<file path="src/rtl/periph_bus_master_if.sv">
// Host request/response channels and peripheral bus signals of periph_bus_master.
// The master modport faces the bus master; slave faces the host and responders.
interface periph_bus_master_if #(
    parameter int unsigned NSLV = 4
);
    logic                 req_valid;
    logic                 req_ready;
    logic                 req_wr;
    logic [31:0]          req_addr;
    logic [31:0]          req_wdata;
    logic                 rsp_valid;
    logic                 rsp_ready;
    logic [31:0]          rsp_rdata;
    logic                 rsp_err;
    logic [NSLV-1:0]      bus_cs;
    logic                 bus_wr;
    logic [31:0]          bus_addr;
    logic [31:0]          bus_wdata;
    logic [NSLV*32-1:0]   bus_rdata;

    modport master (
        input  req_valid, req_wr, req_addr, req_wdata, rsp_ready, bus_rdata,
        output req_ready, rsp_valid, rsp_rdata, rsp_err,
               bus_cs, bus_wr, bus_addr, bus_wdata
    );

    modport slave (
        output req_valid, req_wr, req_addr, req_wdata, rsp_ready, bus_rdata,
        input  req_ready, rsp_valid, rsp_rdata, rsp_err,
               bus_cs, bus_wr, bus_addr, bus_wdata
    );
endinterface

</file>
<file path="src/rtl/periph_bus_master.sv">
// Single-access initiator for the memory-mapped peripheral bus: decodes a host
// request into one chip-select, performs one bus cycle and returns the response.
module periph_bus_master #(
    parameter int unsigned NSLV      = 4,
    parameter logic [31:0] BASE      = 32'h4000_0000,
    parameter int unsigned SLOT_BITS = 12
) (
    input  logic                 clk,
    input  logic                 reset,
    periph_bus_master_if.master  pb,
    output logic [7:0]           err_cnt
);
    localparam int unsigned SEL_W = (NSLV > 1) ? $clog2(NSLV) : 1;
    localparam int unsigned HI    = SLOT_BITS + $clog2(NSLV);

    typedef enum logic [1:0] {IDLE, ACCESS, RESP} state_t;

    state_t             state, state_nxt;
    logic               wr_q;
    logic [31:0]        addr_q;
    logic [31:0]        wdata_q;
    logic [SEL_W-1:0]   slot_q;
    logic [31:0]        rdata_q;
    logic               err_q;

    logic               in_window;
    logic               misaligned;
    logic               dec_err;
    logic [SEL_W-1:0]   dec_slot;
    logic               accept;

    assign in_window  = (pb.req_addr >> HI) == (BASE >> HI);
    assign misaligned = |pb.req_addr[1:0];
    assign dec_err    = !in_window || misaligned;

    generate
        if (NSLV > 1) begin : g_slot
            assign dec_slot = pb.req_addr[SLOT_BITS +: SEL_W];
        end else begin : g_single
            assign dec_slot = '0;
        end
    endgenerate

    always_ff @(posedge clk or posedge reset) begin
        if (reset) state <= IDLE;
        else       state <= state_nxt;
    end

    // bus_cs/bus_wr decode straight from state, so async reset drops them at once
    always_comb begin
        state_nxt    = state;
        accept       = 1'b0;
        pb.req_ready = 1'b0;
        pb.rsp_valid = 1'b0;
        pb.bus_cs    = '0;
        pb.bus_wr    = 1'b0;
        case (state)
            IDLE: begin
                pb.req_ready = !reset;
                if (pb.req_valid) begin
                    accept    = 1'b1;
                    state_nxt = dec_err ? RESP : ACCESS;
                end
            end
            ACCESS: begin
                pb.bus_cs = NSLV'(1) << slot_q;
                pb.bus_wr = wr_q;
                state_nxt = RESP;
            end
            RESP: begin
                pb.rsp_valid = 1'b1;
                if (pb.rsp_ready) state_nxt = IDLE;
            end
            default: state_nxt = IDLE;
        endcase
    end

    always_ff @(posedge clk or posedge reset) begin
        if (reset) begin
            wr_q    <= 1'b0;
            addr_q  <= '0;
            wdata_q <= '0;
            slot_q  <= '0;
            rdata_q <= '0;
            err_q   <= 1'b0;
            err_cnt <= '0;
        end else begin
            if (accept) begin
                wr_q    <= pb.req_wr;
                addr_q  <= pb.req_addr;
                wdata_q <= pb.req_wdata;
                slot_q  <= dec_slot;
                if (dec_err) begin
                    rdata_q <= '0;
                    err_q   <= 1'b1;
                    if (err_cnt != 8'hFF) err_cnt <= err_cnt + 8'd1;
                end
            end
            if (state == ACCESS) begin
                rdata_q <= wr_q ? '0 : pb.bus_rdata[{slot_q, 5'b0} +: 32];
                err_q   <= 1'b0;
            end
        end
    end

    assign pb.bus_addr  = addr_q;
    assign pb.bus_wdata = wdata_q;
    assign pb.rsp_rdata = rdata_q;
    assign pb.rsp_err   = err_q;
endmodule

</file>
<file path="src/flat_wrapper.sv">
// flat-port wrapper written by rule: the top's interface ports become plain ports
module periph_bus_master_flat 
#(
    parameter int unsigned NSLV      = 4,
    parameter logic [31:0] BASE      = 32'h4000_0000,
    parameter int unsigned SLOT_BITS = 12
)
  (clk, reset, err_cnt, pb_req_valid, pb_req_wr, pb_req_addr, pb_req_wdata, pb_rsp_ready, pb_bus_rdata, pb_req_ready, pb_rsp_valid, pb_rsp_rdata, pb_rsp_err, pb_bus_cs, pb_bus_wr, pb_bus_addr, pb_bus_wdata);
  periph_bus_master_if #(.NSLV(NSLV)) pb_i ();
  input  logic clk;
  input  logic reset;
  output logic [7:0] err_cnt;
  input wire logic [$bits(pb_i.req_valid)-1:0] pb_req_valid;
  input wire logic [$bits(pb_i.req_wr)-1:0] pb_req_wr;
  input wire logic [$bits(pb_i.req_addr)-1:0] pb_req_addr;
  input wire logic [$bits(pb_i.req_wdata)-1:0] pb_req_wdata;
  input wire logic [$bits(pb_i.rsp_ready)-1:0] pb_rsp_ready;
  input wire logic [$bits(pb_i.bus_rdata)-1:0] pb_bus_rdata;
  output wire logic [$bits(pb_i.req_ready)-1:0] pb_req_ready;
  output wire logic [$bits(pb_i.rsp_valid)-1:0] pb_rsp_valid;
  output wire logic [$bits(pb_i.rsp_rdata)-1:0] pb_rsp_rdata;
  output wire logic [$bits(pb_i.rsp_err)-1:0] pb_rsp_err;
  output wire logic [$bits(pb_i.bus_cs)-1:0] pb_bus_cs;
  output wire logic [$bits(pb_i.bus_wr)-1:0] pb_bus_wr;
  output wire logic [$bits(pb_i.bus_addr)-1:0] pb_bus_addr;
  output wire logic [$bits(pb_i.bus_wdata)-1:0] pb_bus_wdata;
  assign pb_i.req_valid = pb_req_valid;
  assign pb_i.req_wr = pb_req_wr;
  assign pb_i.req_addr = pb_req_addr;
  assign pb_i.req_wdata = pb_req_wdata;
  assign pb_i.rsp_ready = pb_rsp_ready;
  assign pb_i.bus_rdata = pb_bus_rdata;
  assign pb_req_ready = pb_i.req_ready;
  assign pb_rsp_valid = pb_i.rsp_valid;
  assign pb_rsp_rdata = pb_i.rsp_rdata;
  assign pb_rsp_err = pb_i.rsp_err;
  assign pb_bus_cs = pb_i.bus_cs;
  assign pb_bus_wr = pb_i.bus_wr;
  assign pb_bus_addr = pb_i.bus_addr;
  assign pb_bus_wdata = pb_i.bus_wdata;
  periph_bus_master #(.NSLV(NSLV), .BASE(BASE), .SLOT_BITS(SLOT_BITS)) u_core (.clk(clk), .reset(reset), .pb(pb_i), .err_cnt(err_cnt));
endmodule
</file>
<file path="config.mk">
export PLATFORM = sky130hd
export DESIGN_NAME = periph_bus_master_flat
export DESIGN_NICKNAME = d
export VERILOG_FILES = /design/src/rtl/periph_bus_master_if.sv /design/src/rtl/periph_bus_master.sv /design/src/flat_wrapper.sv
export SDC_FILE = /design/constraint.sdc
export NUM_CORES = 1
export LEC_CHECK = 0
export BUFFER_PORTS_ARGS = -buffer_cell sky130_fd_sc_hd__buf_2
export CELL_PAD_IN_SITES_DETAIL_PLACEMENT = 0
export CELL_PAD_IN_SITES_GLOBAL_PLACEMENT = 1
export CORE_MARGIN = 8
export CORE_UTILIZATION = 34
export CTS_CLUSTER_DIAMETER = 60
export DETAILED_ROUTE_END_ITERATION = 10
export GPL_ROUTABILITY_DRIVEN = 0
export PLACE_DENSITY = 0.83
export SYNTH_ARGS = -nofsm -noshare
export SYNTH_HDL_FRONTEND = slang
export SYNTH_SLANG_ARGS = --single-unit
</file>
<file path="constraint.sdc">
create_clock -name clk -period 5.75 [get_ports clk]
set_input_delay 1.15 -clock clk [delete_from_list [all_inputs] [get_ports clk]]
set_output_delay 1.15 -clock clk [all_outputs]
set_load 0.005 [all_outputs]
</file>
; ---- Word level (Yosys, flattened, before mapping)
; Cells that the tools add are included.
[totals]
regBits = 110
latchBits = 0
ram_bits = 0
romBits = 0
word_cells = 44
memories = 0
[op_classes]
addsub = 1
mul = 0
div_mod_pow = 0
magnitude_cmp = 0
eq_ne = 6
shifts = 2
mux = 17
n_bitwise = 0
reduce_logical = 10
[ops]
columns = op, n
row1 = $mux W32, 4
row2 = $shiftx A128 B8 Y32, 1
row3 = $eq A18 B17 Y1 const B, 1
row4 = $add A8 B1 Y8 const B, 1
row5 = $mux W1, 8
row6 = $ne A8 B8 Y1 const B, 1
row7 = $mux W2, 3
row8 = $pmux W2 S3, 1
row9 = $mux W4, 1
row10 = $ne A2 B2 Y1 const B, 2
row11 = $reduce_and A2 Y1, 2
row12 = $reduce_bool A2 Y1, 2
row13 = $shl A1 B2 Y4 const A, 1
row14 = $reduce_and A3 Y1, 1
row15 = $eq A2 B1 Y1 const B, 1
row16 = $eq A2 B2 Y1 const B, 1
row17 = $logic_not A1 Y1, 2
row18 = $logic_not A2 Y1, 1
row19 = $reduce_or A2 Y1, 1
row20 = $logic_or A1 B1 Y1, 1

; ---- Logic depth before layout (Yosys ltp)
[logic_depth]
ltp_word = 6
ltp_mapped = 7
ltp_nobuf = 5

; ---- Least setup slack after synthesis
; OpenSTA, ideal clock, no wires.
[synth_path]
path_kind = input to output
from = in reset
to = out pb_req_ready
t_arrival_ns = 1.310
t_required_ns = 4.600
slack_ns = 3.290
cell_stages = 1
n_path_buf = 0
path_cell_list = nor3_1
[synth_via]
elab_chain_len = 2
[synth_lines]
columns = element, line
row1 = start: declaration, flat_wrapper.sv:11  ; input logic reset;
row2 = $logic_not A1 Y1 (no line), -
row3 = $mux W1, periph_bus_master.sv:57  ; case (state)
row4 = end: declaration, flat_wrapper.sv:19  ; output wire logic [$bits(pb_i.req_ready)-1:0] pb_req_ready;
; Every way passes these cells.

==> run summary <==
status - finished, final reports clean
Layout area overhead - 38.7%
final wirelength - 18200 um
TritonCTS buffer count - 9
1st-iter DRT viols - 256
share of layout cells above drive strength 1 - 0.497
Final setup viols - 0
total gr overflow - 0
relative slew slack - 0.226
setup skew after layout - 0.00575 ns
postcts setup bufs - 0
Tot Pwr - 2150 uW
Tcrit/Tclk final - 0.535
share of the synthesized area in the top cell type - 0.535
initial core utilization - 0.347
R2R depth - 5
setup TNS - 0 ns
via count - 4694
first drt pass iteration count - 4
I/O pins - 309
Slew Limit Fails - 0
area of the mapped netlist - 5050 um2
DRC - 0
core area - 14500 um2
largest net degree at the start of global routing - 65
CTS tree - done
die area - 19000 um2
port bufs - 308
drt wl/cell - 19.4 um
root buffer cell - clkbuf_16
CP Data Required Time - 4.60 ns
crit path time final - 3.07 ns
Max VDD drop - 0.151 mV
H-Tree Depth - 3
final net count - 945
Hold Path Depth - 2
Critical Path AT - 1.92 ns
global-route wire length before repair - 26900 um
vias in the first global route - 4973
Max Freq - 325 MHz
HPWL after detailed placement - 14300 um
Pleak - 0.00382 uW
post-synthesis sequential area ratio - 0.535
Hold Vio Cnt, Final - 0
Netlist cell types - 33
initial antenna violation count - 1
most common cell after layout, fill and taps aside - buf_2
worst min-delay path class - register to register
chip height - 138 um
Seq cells post-synth - 108
post-synth top area cell - dfrtp_1
Worst Path Max Fanout - 38
CTS max path bufs - 2
DR vias/cell - 5.01
Cells after Synth - 456
Yosys Warn Count - 0
CP endpoint kind - output pin
Rows - 44
RSZ-0062 raised after global routing - no
Max Cap Viol - 0
Post-Syn Nets - 654
r2r setup slk - 3.35 ns
Die W - 138 um
worst setup path category - register to output pin
Synth Area per Inst - 11.1 um2
# hold bufs at CTS - 0
P per Cell Area - 307 nW/um2
synth top area cells - dfrtp_1 54%, nand2_1 15%, mux4_2 14%
GRT Total Usage - 0.183
worst slew pin tran - 1.16 ns
Clock transition at path regs - 0.07 ns
antenna-violating nets left - 0
post-cts resize count - 0
Setup crit start kind - register
commonest cells after routing, fill and taps aside - 308 x buf_2, 198 x nand2_1, 107 x dfrtp_1
# clock sinks - 108
worst skew pair latency - 0.34 ns
-- cell families after synthesis --
logic type,Yosys count,share of synthesized area
DFF,108,0.535
muxes,35,0.149
xor gates and xnor gates,5,0.00868
buffers and inverters,36,0.0379
adders and majority gates,1,0.00248
and+or+nand+nor,237,0.201
AOI/OAI and AO/OA,34,0.0654
-- final cells by class --
cell class	instances	area, um2
inverters	2	10.0
repair buffers	314	1590
diodes	1	2.50
flip-flops and latches	108	2700
well taps	184	230
clock inverters	5	61.3
multi-input cells	312	2160
fillers	1370	7530
clock buffers	11	243
-- cell usage after synthesis (all sizes together) --
| cell | number |
|---|---|
| nand2 | 198 |
| dfrtp | 108 |
| a32o | 32 |
| mux4 | 32 |
| clkbuf | 19 |
| buf | 15 |
| nor3 | 8 |
| nand3 | 5 |
| nor2 | 5 |
| nor4 | 5 |
| xor2 | 5 |
| nand2b | 4 |
| mux2 | 3 |
| nor3b | 3 |
| inv | 2 |
| nand4 | 2 |
| o21ai | 2 |
| or3b | 2 |
| and3 | 1 |
| and4 | 1 |
| and4b | 1 |
| ha | 1 |
| nor2b | 1 |
| nor4b | 1 |
-- routing by layer --
| layer | track usage | routed length, um |
|---|---|---|
| met1 | 0.206 | 6680 |
| met2 | 0.312 | 9190 |
| met3 | 0.0514 | 1760 |
| met4 | 0.0913 | 585 |
| met5 | 0 | 0 |
-- metrics by stage --
step	util	hold slack (ns)	cells	worst slack (ns)	cell area, um2
floorplan	-	0.470	456	1.75	5050
global placement	0.460	0.453	920	2.48	6690
detailed placement	0.460	0.458	920	2.39	6690
CTS	0.481	0.476	936	2.57	7000
global route	0.482	0.489	937	2.48	7000
finish	0.482	0.473	937	2.68	7000
-- critical path, cell delays in order, from the launching register on --
cell,delay (ns)
dfrtp_2,1.11
and4b_1,0.33
buf_2,0.14
-- report_power, final --
part	total, uW	switching (uW)	internal [uW]	leakage (uW)
sequential	990	115	876	0.00138
combinational	535	253	282	0.00229
clock	623	272	351	0.000150
-- worst paths after layout --
| path | startpoint | endpoint |
|---|---|---|
| max reg2reg | u_core.state[0] | u_core.err_cnt[2] |
| max in group asynchronous | reset | u_core.pb.bus_wdata[31] |
| min in group asynchronous | reset | u_core.pb.bus_addr[13] |
| max | u_core.pb.bus_addr[12] | pb_bus_cs[3] |
| min reg2reg | u_core.pb.bus_wdata[18] | u_core.pb.bus_wdata[18] |
| min | u_core.pb.bus_wdata[18] | u_core.pb.bus_wdata[18] |
-- state kept, by name, indices dropped and copies added, names as in the netlist --
name / count
u_core.err_cnt: 8
u_core.pb.bus_addr: 32
u_core.pb.bus_wdata: 32
u_core.pb.rsp_err: 1
u_core.pb.rsp_rdata: 32
u_core.state: 2
u_core.wr_q: 1
Note: power is estimated with default switching activity, not from simulation.
